===== src/rtl/clmul8_arbiter_if.sv =====
// Request/response bundle for the two-port carry-less multiplier arbiter.
// Accumulate-select inputs exist only when CLMUL8_ARB_ACC_EN is defined.
interface clmul8_arbiter_if;
  logic       req0_valid, req1_valid;
  logic       req0_ready, req1_ready;
  logic [7:0] req0_a, req0_b, req1_a, req1_b;
  logic       rsp0_valid, rsp1_valid;
  logic       rsp0_ready, rsp1_ready;
  logic [7:0] rsp0_y, rsp1_y;
`ifdef CLMUL8_ARB_ACC_EN
  logic       req0_acc, req1_acc;
`endif

  modport master (
    output req0_valid, req1_valid, req0_a, req0_b, req1_a, req1_b,
    output rsp0_ready, rsp1_ready,
`ifdef CLMUL8_ARB_ACC_EN
    output req0_acc, req1_acc,
`endif
    input  req0_ready, req1_ready, rsp0_valid, rsp1_valid, rsp0_y, rsp1_y
  );

  modport slave (
    input  req0_valid, req1_valid, req0_a, req0_b, req1_a, req1_b,
    input  rsp0_ready, rsp1_ready,
`ifdef CLMUL8_ARB_ACC_EN
    input  req0_acc, req1_acc,
`endif
    output req0_ready, req1_ready, rsp0_valid, rsp1_valid, rsp0_y, rsp1_y
  );
endinterface


===== src/rtl/clmul8_arbiter.sv =====
// Two-port arbiter around one 8-bit truncated carry-less multiplier; result valid 1 cycle after accept.
// Pending result stalls new accepts until consumed; CLMUL8_ARB_ACC_EN adds per-port XOR accumulators.
module clmul8_arbiter #(
  parameter int PRIO_FIXED = 0
) (
  input  logic            clk,
  input  logic            rst_n,
  clmul8_arbiter_if.slave bus,
  output logic            busy
);
  typedef enum logic {IDLE, RESP} state_t;

  state_t     state, state_nxt;
  logic [7:0] result, result_nxt;
  logic       gnt, gnt_nxt, last, last_nxt;
  logic       rsp_hs, slot_free, accept, win;
  logic [7:0] win_a, win_b, prod;

  function automatic logic [7:0] clmul8(input logic [7:0] a, input logic [7:0] b);
    logic [7:0] y;
    y = 8'h00;
    for (int i = 0; i < 8; i++)
      if (b[i]) y = y ^ (a << i);
    return y;
  endfunction

`ifdef CLMUL8_ARB_ACC_EN
  logic [7:0] acc0, acc1;
  logic       win_acc;
`endif

  always_comb begin
    rsp_hs     = 1'b0;
    slot_free  = 1'b0;
    win        = 1'b0;
    accept     = 1'b0;
    win_a      = 8'h00;
    win_b      = 8'h00;
    prod       = 8'h00;
    result_nxt = result;
    gnt_nxt    = gnt;
    last_nxt   = last;
    state_nxt  = state;

    rsp_hs    = (state == RESP) && (gnt ? bus.rsp1_ready : bus.rsp0_ready);
    slot_free = (state == IDLE) || rsp_hs;
    if (bus.req0_valid && bus.req1_valid)
      win = (PRIO_FIXED != 0) ? 1'b0 : ~last;
    else
      win = bus.req1_valid;
    // rst_n gate keeps ready low while reset holds the FSM in IDLE
    accept = rst_n && slot_free && (bus.req0_valid || bus.req1_valid);

    win_a = win ? bus.req1_a : bus.req0_a;
    win_b = win ? bus.req1_b : bus.req0_b;
    prod  = clmul8(win_a, win_b);

    if (accept) begin
`ifdef CLMUL8_ARB_ACC_EN
      result_nxt = prod ^ (win_acc ? (win ? acc1 : acc0) : 8'h00);
`else
      result_nxt = prod;
`endif
      gnt_nxt   = win;
      last_nxt  = win;
      state_nxt = RESP;
    end else if (rsp_hs) begin
      state_nxt = IDLE;
    end
  end

  always_ff @(posedge clk or negedge rst_n) begin
    if (!rst_n) begin
      state  <= IDLE;
      result <= 8'h00;
      gnt    <= 1'b0;
      last   <= 1'b1;
    end else begin
      state  <= state_nxt;
      result <= result_nxt;
      gnt    <= gnt_nxt;
      last   <= last_nxt;
    end
  end

`ifdef CLMUL8_ARB_ACC_EN
  assign win_acc = win ? bus.req1_acc : bus.req0_acc;

  always_ff @(posedge clk or negedge rst_n) begin
    if (!rst_n) begin
      acc0 <= 8'h00;
      acc1 <= 8'h00;
    end else if (accept) begin
      if (win) acc1 <= result_nxt;
      else     acc0 <= result_nxt;
    end
  end
`endif

  assign bus.req0_ready = accept && !win;
  assign bus.req1_ready = accept && win;
  assign bus.rsp0_valid = (state == RESP) && !gnt;
  assign bus.rsp1_valid = (state == RESP) && gnt;
  assign bus.rsp0_y     = result;
  assign bus.rsp1_y     = result;
  assign busy           = (state == RESP);
endmodule

===== src/flat_wrapper.sv =====
// flat-port wrapper written by rule: the top's interface ports become plain ports
module clmul8_arbiter_flat 
#(
  parameter int PRIO_FIXED = 0
)
  (clk, rst_n, busy, bus_req0_valid, bus_req1_valid, bus_req0_a, bus_req0_b, bus_req1_a, bus_req1_b, bus_rsp0_ready, bus_rsp1_ready, bus_req0_ready, bus_req1_ready, bus_rsp0_valid, bus_rsp1_valid, bus_rsp0_y, bus_rsp1_y);
  clmul8_arbiter_if bus_i ();
  input  logic clk;
  input  logic rst_n;
  output logic busy;
  input wire logic [$bits(bus_i.req0_valid)-1:0] bus_req0_valid;
  input wire logic [$bits(bus_i.req1_valid)-1:0] bus_req1_valid;
  input wire logic [$bits(bus_i.req0_a)-1:0] bus_req0_a;
  input wire logic [$bits(bus_i.req0_b)-1:0] bus_req0_b;
  input wire logic [$bits(bus_i.req1_a)-1:0] bus_req1_a;
  input wire logic [$bits(bus_i.req1_b)-1:0] bus_req1_b;
  input wire logic [$bits(bus_i.rsp0_ready)-1:0] bus_rsp0_ready;
  input wire logic [$bits(bus_i.rsp1_ready)-1:0] bus_rsp1_ready;
  output wire logic [$bits(bus_i.req0_ready)-1:0] bus_req0_ready;
  output wire logic [$bits(bus_i.req1_ready)-1:0] bus_req1_ready;
  output wire logic [$bits(bus_i.rsp0_valid)-1:0] bus_rsp0_valid;
  output wire logic [$bits(bus_i.rsp1_valid)-1:0] bus_rsp1_valid;
  output wire logic [$bits(bus_i.rsp0_y)-1:0] bus_rsp0_y;
  output wire logic [$bits(bus_i.rsp1_y)-1:0] bus_rsp1_y;
  assign bus_i.req0_valid = bus_req0_valid;
  assign bus_i.req1_valid = bus_req1_valid;
  assign bus_i.req0_a = bus_req0_a;
  assign bus_i.req0_b = bus_req0_b;
  assign bus_i.req1_a = bus_req1_a;
  assign bus_i.req1_b = bus_req1_b;
  assign bus_i.rsp0_ready = bus_rsp0_ready;
  assign bus_i.rsp1_ready = bus_rsp1_ready;
  assign bus_req0_ready = bus_i.req0_ready;
  assign bus_req1_ready = bus_i.req1_ready;
  assign bus_rsp0_valid = bus_i.rsp0_valid;
  assign bus_rsp1_valid = bus_i.rsp1_valid;
  assign bus_rsp0_y = bus_i.rsp0_y;
  assign bus_rsp1_y = bus_i.rsp1_y;
  clmul8_arbiter #(.PRIO_FIXED(PRIO_FIXED)) u_core (.clk(clk), .rst_n(rst_n), .bus(bus_i), .busy(busy));
endmodule

===== config.mk =====
export PLATFORM = sky130hd
export DESIGN_NAME = clmul8_arbiter_flat
export DESIGN_NICKNAME = d
export VERILOG_FILES = /design/src/rtl/clmul8_arbiter_if.sv /design/src/rtl/clmul8_arbiter.sv /design/src/flat_wrapper.sv
export SDC_FILE = /design/constraint.sdc
export NUM_CORES = 1
export LEC_CHECK = 0
export ABC_AREA = 1
export BUFFER_PORTS_ARGS = -buffer_cell sky130_fd_sc_hd__clkbuf_2
export CORE_ASPECT_RATIO = 1.1
export CORE_MARGIN = 8
export CORE_UTILIZATION = 54
export DETAILED_ROUTE_END_ITERATION = 16
export HOLD_SLACK_MARGIN = 0.03
export PLACE_DENSITY = 0.86
export SYNTH_ARGS = -nofsm -noshare
export SYNTH_HDL_FRONTEND = slang
export SYNTH_SLANG_ARGS = --single-unit

===== constraint.sdc =====
create_clock -name clk -period 3.4 [get_ports clk]
set_clock_uncertainty 0.05 [all_clocks]
set_input_delay 0.85 -clock clk [delete_from_list [all_inputs] [get_ports clk]]
set_output_delay 0.85 -clock clk [all_outputs]
set_load 0.01 [all_outputs]

Word level (Yosys, flattened, before mapping) --
Cells that the tools add are included. W data, S select, Z words.
Word-level totals: logic and storage cells 40, memories kept 0, memory bits (writable) 0, input port bits 38, bits in read-only memories 0, bits in registers 11, bits in latches 0, output and inout bits 21
Operators by class: bitwise logic cells 9, equality and inequality tests 0, reductions and logical operators 13, add/sub/neg operators 0, shift operators 0, muxes and demuxes 14, divide/modulo/power cells 0, $mul 0, magnitude comparators 0
Operators with widths (number):
- $mux W8 | 10
- $xor A8 B8 Y8 | 7
- $logic_and A1 B1 Y1 | 8
- $mux W1 | 4
- $logic_not A1 Y1 | 2
- $logic_or A1 B1 Y1 | 2
- $not A1 Y1 | 2
- $reduce_bool A2 Y1 | 1

Longest topological paths before layout --
word-level depth 18, gate-level depth with buffers 15, gate-level depth less buffers 14

Worst setup path before layout --
Ideal clock, no wire load.
path type input to output, from input port bus_req1_valid, to output port bus_req0_ready, slack 687 ps, arrival 1813 ps, required time 2500 ps, buffers on the path 3, cell stages on the path 5, path through buf_4 buf_6 o211ai_1 buf_4 a21oi_1
On the way: longest elaborated chain between the ends 4, elaborated cells between the ends (all ways) 6, those cells by class 1 x mux; 5 x reduce/logical
Ends and longest elaborated chain:
- start, declared | line flat_wrapper.sv:12 | input wire logic [$bits(bus_i.req1_valid)-1:0] bus_req1_valid;
- $logic_and A1 B1 Y1 | line clmul8_arbiter.sv:47 | if (bus.req0_valid && bus.req1_valid)
- $mux W1 | line clmul8_arbiter.sv:47
- $logic_not A1 Y1 | line clmul8_arbiter.sv:100 | assign bus.req0_ready = accept && !win;
- $logic_and A1 B1 Y1 * | line clmul8_arbiter.sv:100
- end, declared | line flat_wrapper.sv:19 | output wire logic [$bits(bus_i.req0_ready)-1:0] bus_req0_ready;
Mark *: on every way between the ends. The rest lies on a longest branch, timed or not.

Worst setup path after layout --
from input port bus_req0_valid, to output port bus_req1_ready
On the way: longest elaborated chain between the ends 3, elaborated cells between the ends (all ways) 5, those cells by class 1 x mux; 4 x reduce/logical
Ends and longest elaborated chain:
- start, declared | line flat_wrapper.sv:11 | input wire logic [$bits(bus_i.req0_valid)-1:0] bus_req0_valid;
- $logic_and A1 B1 Y1 or $logic_or A1 B1 Y1 (tied branches) | line clmul8_arbiter.sv:47, clmul8_arbiter.sv:52
- $mux W1 or $logic_and A1 B1 Y1 (tied branches) | line clmul8_arbiter.sv:47, clmul8_arbiter.sv:52
- $logic_and A1 B1 Y1 * | line clmul8_arbiter.sv:101 | assign bus.req1_ready = accept && win;
- end, declared | line flat_wrapper.sv:20 | output wire logic [$bits(bus_i.req1_ready)-1:0] bus_req1_ready;
Marks and branches as above.

==> metrics <==
synth unique cells=25; Final Critical Period=2520 ps; post-synthesis simple-gate area fraction=0.554; Crit Path Max Fanout=23; H-Tree Depth=1; Worst slew margin=0.739; Final nets=roughly 390; mapped cell area=around 0.0017 mm²; routed len/inst=between 10 and 15 µm; final hold slack=approximately 390 ps; commonest cells after routing, fill and taps aside=135 x nand2_1, 58 x clkbuf_2, 38 x inv_1, 29 x nand3_1, 19 x nor2_1; WP buf/inv=2; slowest CP cell=nand2_2; crit path launch type=primary input; RR Endpoint=u_core.bus.rsp0_y[7]; delay-heaviest family, CP=simple AND/OR/NAND/NOR gates; Synth Net Count=between 300 and 400; LEAKAGE=1.22 nW; TritonCTS clock tree=built; CTS Buf Count=3; total grt overflow=0; Worst R2R Path Depth=14; clk_lat worst skew=~270 ps; DR DRC count=0; kind of critical path=primary input to output port; period utilization=0.741; layout cell share with drive strength beyond 1=0.251; synthesized netlist cell count=299; main combinational cell family by area after synthesis=simple AND/OR/NAND/NOR gates; Synth Area in Compound Gates=0.0371; Initial Utilization=0.556; Final ANT Viol Nets=0; Final Setup Violations=0; syn avg cell area=5.52 µm²; routed wire length=4110 µm; status=complete, no violations; CP Cell Sequence=clkbuf_2, nand2_2, nand2_2, nor2_1, clkbuf_2; dpl cells=~380; Least-Margin Pin Slew=around 390 ps; yosys warns=0; hpwl dp=around 3500 µm; vias in the first global route=1753; Post-CTS Setup Repair Bufs=0; # IOs=between 50 and 60; Root Driver=clkbuf_4; share of the synthesized area in the top cell type=0.307; antenna violations before repair=0; worst r2r src=u_core.last; Non-Filler Instances=approximately 380; Worst-path clk slew=70 ps; mux cell area share after synthesis=0; max cap viols=0; first-pass GRT wire length=around 7100 µm; worst hold path class=primary input to async pin; port bufs=slightly below 60; post-synthesis xor/xnor area fraction=0.0584; Die W=~69 µm; Layout area overhead=14.4%; Die H=between 70 and 80 µm; Sink Count=11; post-synthesis sequential area ratio=0.168; hold buffers post-CTS=0; core area=just under 0.003 mm²; DR vias/cell=between 4 and 5; gr usage total=0.170; setup tns final=0 ps; Ant. Diodes=0; cts repair resizes=0; Yosys top cell by area=nand2_1; Synth area leaders=nand2_1 31%, dfrtp_1 15%, nand3_1 8.8%; Final Hold Viols=0; pwr dens=between 500 and 600 mW/mm²; worst slack at placement=slightly below 900 ps; RSZ-0062 raised after global routing=no; Cell Rows=21; setup slack after layout=882 ps; pins over their slew limit=0; FF-to-FF setup slack=roughly 1300 ps; total number of vias=approximately 1900; DR iter-0 viols=a little over 90; CTS Buffer Depth=2; VDD IR-drop max=between 0.0003 and 0.0004 V; max incr delay on CP=approximately 230 ps; most common cell after layout, fill and taps aside=nand2_1; Worst setup EP type=output port; Yosys reg bits=11; FMAX=0.397 GHz; Final Wtd Congestion=approximately 0.87; largest net degree at the start of global routing=29; die area=about 0.0051 mm²; total chip power=957 µW; Req. time, crit path=between 2000 and 3000 ps; DRT Pass-1 Iters=4; Synth Area in Adders=0; CP Data Arrival Time=approximately 1600 ps
==> registers in the layout (all words and copies together) (netlist names) <==
signal and cells:
u_core.last 1, u_core.gnt 1, u_core.bus.rsp0_y 8, u_core.busy 1
==> cells by family (layout without fill, tap and decap cells) <==
group,Yosys count,count (layout)
XOR/XNOR,11,11
AND/OR/NAND/NOR,210,210
AO/OA/AOI/OAI,9,9
buffers and inverters,58,106
flip-flops,11,11
==> synth_stat cells, drive strengths merged <==
master	n
a21oi	1
buf	18
dfrtp	10
dfstp	1
inv	40
nand2	146
nand3	31
nand3b	9
nand4	2
nor2	21
o211ai	1
o21ai	6
o31ai	1
or2	1
xnor2	4
xor2	7
==> layer usage <==
metal | part of all wire | vias to the layer above | global-route usage
met2 | 0.47 | 63 | 0.310
li1 | - | 997 | -
met5 | 0 | - | 0
met1 | 0.43 | 781 | 0.196
met4 | 0.015 | 0 | 0.0558
met3 | 0.084 | 9 | 0.0211
==> how the worst max path moves through the flow <==
| stage | slack, ps | startpoint | cells past startpoint | end |
|---|---|---|---|---|
| after floorplan | 690 | bus_req1_valid | 5 | bus_req0_ready |
| after global placement | 890 | rst_n | 4 | bus_req1_ready |
| after detailed placement | 870 | rst_n | 4 | bus_req1_ready |
| after CTS | 870 | rst_n | 4 | bus_req1_ready |
| after global routing | 780 | rst_n | 4 | bus_req0_ready |
| final | 880 | bus_req0_valid | 5 | bus_req1_ready |
==> through the flow <==
stage / cell area (µm²) / util
floorplan: 1650 / -
global placement: 1860 / 0.627
detailed placement: 1860 / 0.627
CTS: 1890 / 0.636
global route: 1890 / 0.636
finish: 1890 / 0.636
==> power breakdown <==
part	switching, mW	internal, mW
Clock	0.0440	0.0455
Combinational	0.388	0.239
Sequential	0.0460	0.194
Total	0.478	0.479
==> worst register-to-register path, stage by stage, from the launching register on <==
cell     delay (ps)
dfstp_2         540
nand2_2          50
nand2_2         300
buf_4           250
nand2_1          70
nand2_1         150
nand2_1          70
nand2_1          50
nand2_1          70
nor2_1          130
inv_1            50
nand2_1          60
nand2_1          50
nand3_1          60
nand2_1          50
==> final cells by class <==
cell class,count,area [µm²]
clock buffer,4,26.3
inverter,40,150
fill,317,1080
multi-input combinational,230,1070
tap,34,42.5
timing repair buffer,62,320
sequential,11,277
Power figures use the tool's default switching activity.
